$ cat src/rtl/seg7_scan_driver.sv
// Time-multiplexed driver for a multi-digit common-anode 7-segment display.
// The value is loaded into a pending register and moved to the shadow register only at a frame boundary, so a frame never tears.
module seg7_scan_driver #(
    parameter int DIGITS         = 4,
    parameter int REFRESH_DIV    = 50000,
    parameter int GUARD          = 2,
    parameter bit SEG_ACTIVE_LOW = 1'b1,
    parameter bit AN_ACTIVE_LOW  = 1'b1,
    localparam int IDX_W = (DIGITS > 1) ? $clog2(DIGITS) : 1,
    localparam int P_W   = (REFRESH_DIV > 1) ? $clog2(REFRESH_DIV) : 1
) (
    input  logic                  clk,
    input  logic                  rst_n,
    input  logic [4*DIGITS-1:0]   value,
    input  logic [DIGITS-1:0]     dp_in,
    input  logic                  load,
    input  logic                  hex_mode,
    input  logic                  lzb_en,
    input  logic                  blank,
    output logic [6:0]            seg,
    output logic                  dp,
    output logic [DIGITS-1:0]     an,
    output logic [IDX_W-1:0]      digit_idx,
    output logic                  frame_tick,
    output logic                  pending
);

    logic [P_W-1:0]      r_p;
    logic [IDX_W-1:0]    r_digit_idx;
    logic                r_frame_tick;
    logic [4*DIGITS-1:0] r_pend_val;
    logic [DIGITS-1:0]   r_pend_dp;
    logic                r_pending;
    logic [4*DIGITS-1:0] r_shadow_val;
    logic [DIGITS-1:0]   r_shadow_dp;
    logic [6:0]          r_seg;
    logic                r_dp;
    logic [DIGITS-1:0]   r_an;

    logic                w_wrap;
    logic                w_frame;
    logic [3:0]          w_nibble;
    logic [DIGITS-1:0]   w_zero_from;
    logic                w_lzb;
    logic [6:0]          w_seg_on;
    logic                w_dp_on;
    logic [DIGITS-1:0]   w_an_on;

    function automatic logic [6:0] f_decode(input logic [3:0] nib, input logic hex);
        logic [6:0] pat;
        case (nib)
            4'h0: pat = 7'h3F;
            4'h1: pat = 7'h06;
            4'h2: pat = 7'h5B;
            4'h3: pat = 7'h4F;
            4'h4: pat = 7'h66;
            4'h5: pat = 7'h6D;
            4'h6: pat = 7'h7D;
            4'h7: pat = 7'h07;
            4'h8: pat = 7'h7F;
            4'h9: pat = 7'h6F;
            4'hA: pat = 7'h77;
            4'hB: pat = 7'h7C;
            4'hC: pat = 7'h39;
            4'hD: pat = 7'h5E;
            4'hE: pat = 7'h79;
            default: pat = 7'h71;
        endcase
        if (!hex && nib > 4'd9) pat = 7'h00;
        return pat;
    endfunction

    assign w_wrap  = (r_p == P_W'(REFRESH_DIV - 1));
    assign w_frame = w_wrap && (r_digit_idx == IDX_W'(DIGITS - 1));

    always_ff @(posedge clk or negedge rst_n) begin
        if (!rst_n) begin
            r_p          <= '0;
            r_digit_idx  <= '0;
            r_frame_tick <= 1'b0;
        end else begin
            r_frame_tick <= w_frame;
            if (w_wrap) begin
                r_p         <= '0;
                r_digit_idx <= (r_digit_idx == IDX_W'(DIGITS - 1)) ? '0 : r_digit_idx + IDX_W'(1);
            end else begin
                r_p <= r_p + P_W'(1);
            end
        end
    end

    // A load on the boundary cycle still moves the old pending data to shadow; the new data stays pending.
    always_ff @(posedge clk or negedge rst_n) begin
        if (!rst_n) begin
            r_pend_val   <= '0;
            r_pend_dp    <= '0;
            r_pending    <= 1'b0;
            r_shadow_val <= '0;
            r_shadow_dp  <= '0;
        end else begin
            if (w_frame && r_pending) begin
                r_shadow_val <= r_pend_val;
                r_shadow_dp  <= r_pend_dp;
            end
            if (load) begin
                r_pend_val <= value;
                r_pend_dp  <= dp_in;
                r_pending  <= 1'b1;
            end else if (w_frame) begin
                r_pending <= 1'b0;
            end
        end
    end

    always_comb begin
        // NOTE: every signal gets a default first so no path through this block can infer a latch.
        logic v_acc;
        v_acc       = 1'b1;
        w_zero_from = '0;
        w_an_on     = '0;
        for (int i = DIGITS - 1; i >= 0; i--) begin
            v_acc          = v_acc && (r_shadow_val[4*i +: 4] == 4'h0);
            w_zero_from[i] = v_acc;
        end
        w_nibble = r_shadow_val[{r_digit_idx, 2'b00} +: 4];
        w_lzb    = lzb_en && (r_digit_idx != '0) && w_zero_from[r_digit_idx];
        w_seg_on = (blank || w_lzb) ? 7'h00 : f_decode(w_nibble, hex_mode);
        w_dp_on  = !blank && r_shadow_dp[r_digit_idx];
        if (r_p >= P_W'(GUARD)) w_an_on[r_digit_idx] = 1'b1;
    end

    always_ff @(posedge clk or negedge rst_n) begin
        if (!rst_n) begin
            r_seg <= {7{SEG_ACTIVE_LOW}};
            r_dp  <= SEG_ACTIVE_LOW;
            r_an  <= {DIGITS{AN_ACTIVE_LOW}};
        end else begin
            r_seg <= w_seg_on ^ {7{SEG_ACTIVE_LOW}};
            r_dp  <= w_dp_on ^ SEG_ACTIVE_LOW;
            r_an  <= w_an_on ^ {DIGITS{AN_ACTIVE_LOW}};
        end
    end

    assign seg        = r_seg;
    assign dp         = r_dp;
    assign an         = r_an;
    assign digit_idx  = r_digit_idx;
    assign frame_tick = r_frame_tick;
    assign pending    = r_pending;

endmodule

$ cat config.mk
export PLATFORM = sky130hd
export DESIGN_NAME = seg7_scan_driver
export DESIGN_NICKNAME = d
export VERILOG_FILES = /design/src/rtl/seg7_scan_driver.sv
export SDC_FILE = /design/constraint.sdc
export NUM_CORES = 1
export LEC_CHECK = 0
export CAP_MARGIN = 20
export CORE_UTILIZATION = 55
export DETAILED_ROUTE_END_ITERATION = 12
export GPL_TIMING_DRIVEN = 0
export PLACE_DENSITY = 0.86
export SETUP_SLACK_MARGIN = 0.3
export SYNTH_ARGS = -nofsm -noshare
export SYNTH_HDL_FRONTEND = slang
export SYNTH_SLANG_ARGS = --single-unit
$ cat constraint.sdc
create_clock -name clk -period 2.9 [get_ports clk]
set_clock_uncertainty 0.05 [all_clocks]
set_input_delay 0.725 -clock clk [delete_from_list [all_inputs] [get_ports clk]]
set_output_delay 0.725 -clock clk [all_outputs]
set_load 0.03 [all_outputs]
==> flow_metrics.tcl, run 1 <==
set metrics [dict create \
    clk_pin_slew_ns 0.08 \
    preCtsSetupSlack_ns 0.2778 \
    p_leak_nw 1.847 \
    globalplace.congestion 0.8794 \
    post_synth_xor_area_fraction 0.03612 \
    placed_area_um2 3896 \
    worstPathCellList "buf_4 -> mux4_2 -> inv_1 -> ha_2 -> nor2_1 -> o211ai_1 -> o311a_4 -> o221ai_1" \
    die_x_um 80.56 \
    async_set_or_reset_flop_fraction_in_the_synthesized_netlist 1.000 \
    grt_pass1_wl_um 10880 \
    power.share.combinational 0.059 \
    synth_compound_area_frac 0.02912 \
    power.total_mw 1.963 \
    internal-power_mw 1.519 \
    htreeDepth 3 \
    synthToLayoutAreaGrowth_pct 21.05 \
    route.antenna.remaining_nets 0 \
    synth_top_family_by_area "multiplexers" \
    clock_tree.root_cell "sky130_fd_sc_hd__clkbuf_8" \
    seq_area_frac_synth 0.5352 \
    postLayoutCoreUtil 0.6940 \
    initial_antenna_violation_count 0 \
    finalHoldViolations 0 \
    swShare 0.2264 \
    fmaxAchievable_mhz 405.6 \
    crit_path_max_incr_delay_ns 0.61 \
    post-route-min-period_ns 2.465 \
    startpoint_type "register" \
    setup_repair_after_global_routing_missed_its_margin "false" \
    dr.first_iter.drc_count 120 \
    timing.critical_path.required_ns 3.11 \
    critPathKind "reg2reg" \
    initial_core_util 0.5733 \
    synth.yosys.warnings 0 \
    met2_wirelength_um 3274 \
    critical_path.max_fanout 10 \
    max-slew-margin-rel 0.4296 \
    drive_gt1_frac 0.2880 \
    finalSetupTns_ns 0 \
    worstPathArrival_ns 2.68 \
    post-route-period-util 0.8501 \
    drv.max_cap_violation_count 0 \
    min-delay-path-class "in2async" \
    grt_pass1_vias 2278 \
    route.vias.total 2212 \
    n_antenna_cell 0 \
    yosysUniqueCellTypes 39 \
    finalWorstSetupSlack_ns 0.4348 \
    final-max-slew-violation-count 0 \
    post_synth_and_or_nand_nor_area_fraction 0.1290 \
    postSynthRegisterBits 72 \
    irDropWorstVdd_mv 0.3446 \
    sequentialPowerShare 0.538 \
    synth.cells.most_frequent "sky130_fd_sc_hd__dfrtp_1 (60), sky130_fd_sc_hd__mux2_2 (23), sky130_fd_sc_hd__mux2_4 (20)" \
    crit_path_end_kind "register" \
    ctsLongestPathBuffers 2 \
    synth_area_per_cell_um2 13.06 \
    drt-vias-per-instance 5.657 \
    cts_bufs_inserted 9 \
    routed_wirelength_um 6537 \
    worst_skew_pair.late_latency_ns 0.36 \
    syn-instance-count 260 \
    drc 0 \
    floorplan.rows 28 \
    nNetsFinal 350 \
    port-buffer-count 41 \
    yosysTopAreaCellShare 0.4423 \
    drt-met1-wl_um 2792 \
    post_synth_fa_ha_maj_area_fraction 0.04423 \
    cts_tree "built" \
    p_sw_mw 0.4445 \
    grt_util_all_layers 0.2318 \
    yosys-mux-area-fraction 0.1979 \
    final_design_area_no_fill_um2 4109 \
    tritoncts_num_sinks 72 \
    cell_type_contributing_the_most_total_cell_area_after_synthesis "sky130_fd_sc_hd__dfrtp_1" \
    timing.critical_path.slowest_stage_cell "sky130_fd_sc_hd__mux4_2" \
    worst_slew_pin_slew_ns 0.8556 \
    route.detailed.wl_per_inst_um 16.72 \
    yosys_most_used_dff "sky130_fd_sc_hd__dfrtp_1" \
    top_layer "met4" \
    globalRouteOverflowTotal 0 \
    core-area_um2 5921 \
    run_status "complete, no violations" \
    synth-edff-count 0 \
    yosys-top-cells-area "sky130_fd_sc_hd__dfrtp_1 (44%), sky130_fd_sc_hd__dfstp_2 (9.3%), sky130_fd_sc_hd__mux2_4 (8.8%)" \
    clock_power_share 0.403 \
    synth_area_um2 3395 \
    detailed_place_hpwl_um 4590 \
    power.density_cell_area_nw_per_um2 477.8 \
    num_io_pins 42 \
    fp.dieArea_um2 6490 \
    post-synth-top-count-cell "sky130_fd_sc_hd__dfrtp_1" \
    drt-pass1-iter-count 4 \
    postSynthNetCount 298 \
    grt_start_max_net_pins 73 \
    die_height_um 80.56 \
    wl_met3_um 291 \
    timing.final.setup_violations 0 \
]
[registers in the layout, indices dropped and copies added, names as in the netlist]
signal,flops
r_pend_dp,4
seg,7
r_shadow_dp,4
pending,1
r_p,16
dp,1
r_shadow_val,16
an,4
frame_tick,1
digit_idx,2
r_pend_val,16
[layer usage]
layer  up-vias  GRT usage
met5         -          0
li1       1019          -
met3        16    0.05000
met2        81     0.3669
met4         0     0.1375
met1      1096     0.2914
[cell type report]
cell class              instances  area (µm²)
well taps                      75       93.84
multi-input cells             167        1495
clock inverters                 5       57.56
inverters                      10       37.54
clock buffers                  10       137.6
plain buffers                  11       62.56
flip-flops and latches         72        1817
repair buffers                 41       407.9
fillers                       414        1812
[per-stage QoR]
stage	hold slack (ns)	instances
3_5_place_dp	0.4416	376
3_3_place_gp	0.4331	376
2_1_floorplan	0.3794	260
5_1_grt	0.4724	391
6_report	0.4159	391
4_1_cts	0.4518	391
[power groups by stage]
stage / combinational [mW] / sequential, mW / clock (mW)
global placement: 0.113 / 1.07 / 0
global route: 0.128 / 1.06 / 0.838
floorplan: 0.0391 / 1.08 / 0
finish: 0.116 / 1.06 / 0.791
CTS: 0.117 / 1.06 / 0.798
detailed placement: 0.117 / 1.08 / 0
[logic make-up (layout without fill, tap and decap cells)]
logic type	after synthesis	in the layout
and+or+nand+nor	79	79
DFF	72	72
muxes	48	48
buffers and inverters	21	77
AOI/OAI and AO/OA	14	14
xor gates and xnor gates	14	14
adders and majority gates	12	12
[cells in the final DEF, fill, tap and decap left out, drive strengths merged, types with 7 or more instances in the layout]
master	n
xor2	7
inv	10
nand2	15
nand3	12
nor4	7
nor2	18
xnor2	7
dfstp	12
ha	12
clkbuf	16
dfrtp	60
mux2	43
clkdlybuf4s50	40
[worst paths after layout]
check	start	to	slack, ns	cells past startpoint
min in group clk	r_p[13]$_DFF_PN0_	r_p[13]$_DFF_PN0_	0.46	1
worst min register to register	r_p[13]$_DFF_PN0_	r_p[13]$_DFF_PN0_	0.46	1
max in group asynchronous	rst_n	digit_idx[1]$_DFFE_PN0N_	1.81	1
worst max register to register	digit_idx[0]$_DFFE_PN0N_	seg[2]$_DFF_PN1_	0.43	8
worst min-delay path	rst_n	r_shadow_dp[3]$_DFFE_PN0P_	0.42	1
worst max-delay path	digit_idx[0]$_DFFE_PN0N_	seg[2]$_DFF_PN1_	0.43	8
[worst max-delay path: cells and delay by family (launching register included)]
family | cells | cell delay [ns]
adder cells (fa/ha/maj) | 1 | 0.25
buffers and inverters | 2 | 0.38
AND/OR/NAND/NOR | 1 | 0.08
multiplexers | 1 | 0.61
flip-flops | 1 | 0.40
AO/OA/AOI/OAI | 3 | 0.60
[what timing repair did]
action,CTS,global route
hold endpoints to repair,0,0
endpoints found under the setup margin,5,7
buffers inserted,0,0
hold buffers,0,0
gates resized for setup,2,2
Power figures use the tool's default switching activity.
==> run 2, diff against run 1 <==
--- a/config.mk
+++ b/config.mk
@@ -5,6 +5,7 @@
 export SDC_FILE = /design/constraint.sdc
 export NUM_CORES = 1
 export LEC_CHECK = 0
+export ABC_CLOCK_PERIOD_IN_PS = 2900
 export CAP_MARGIN = 20
 export CORE_UTILIZATION = 55
 export DETAILED_ROUTE_END_ITERATION = 12
==> results of run 2 <==
The final DEF is identical to that of run 1; final timing and power are the same.
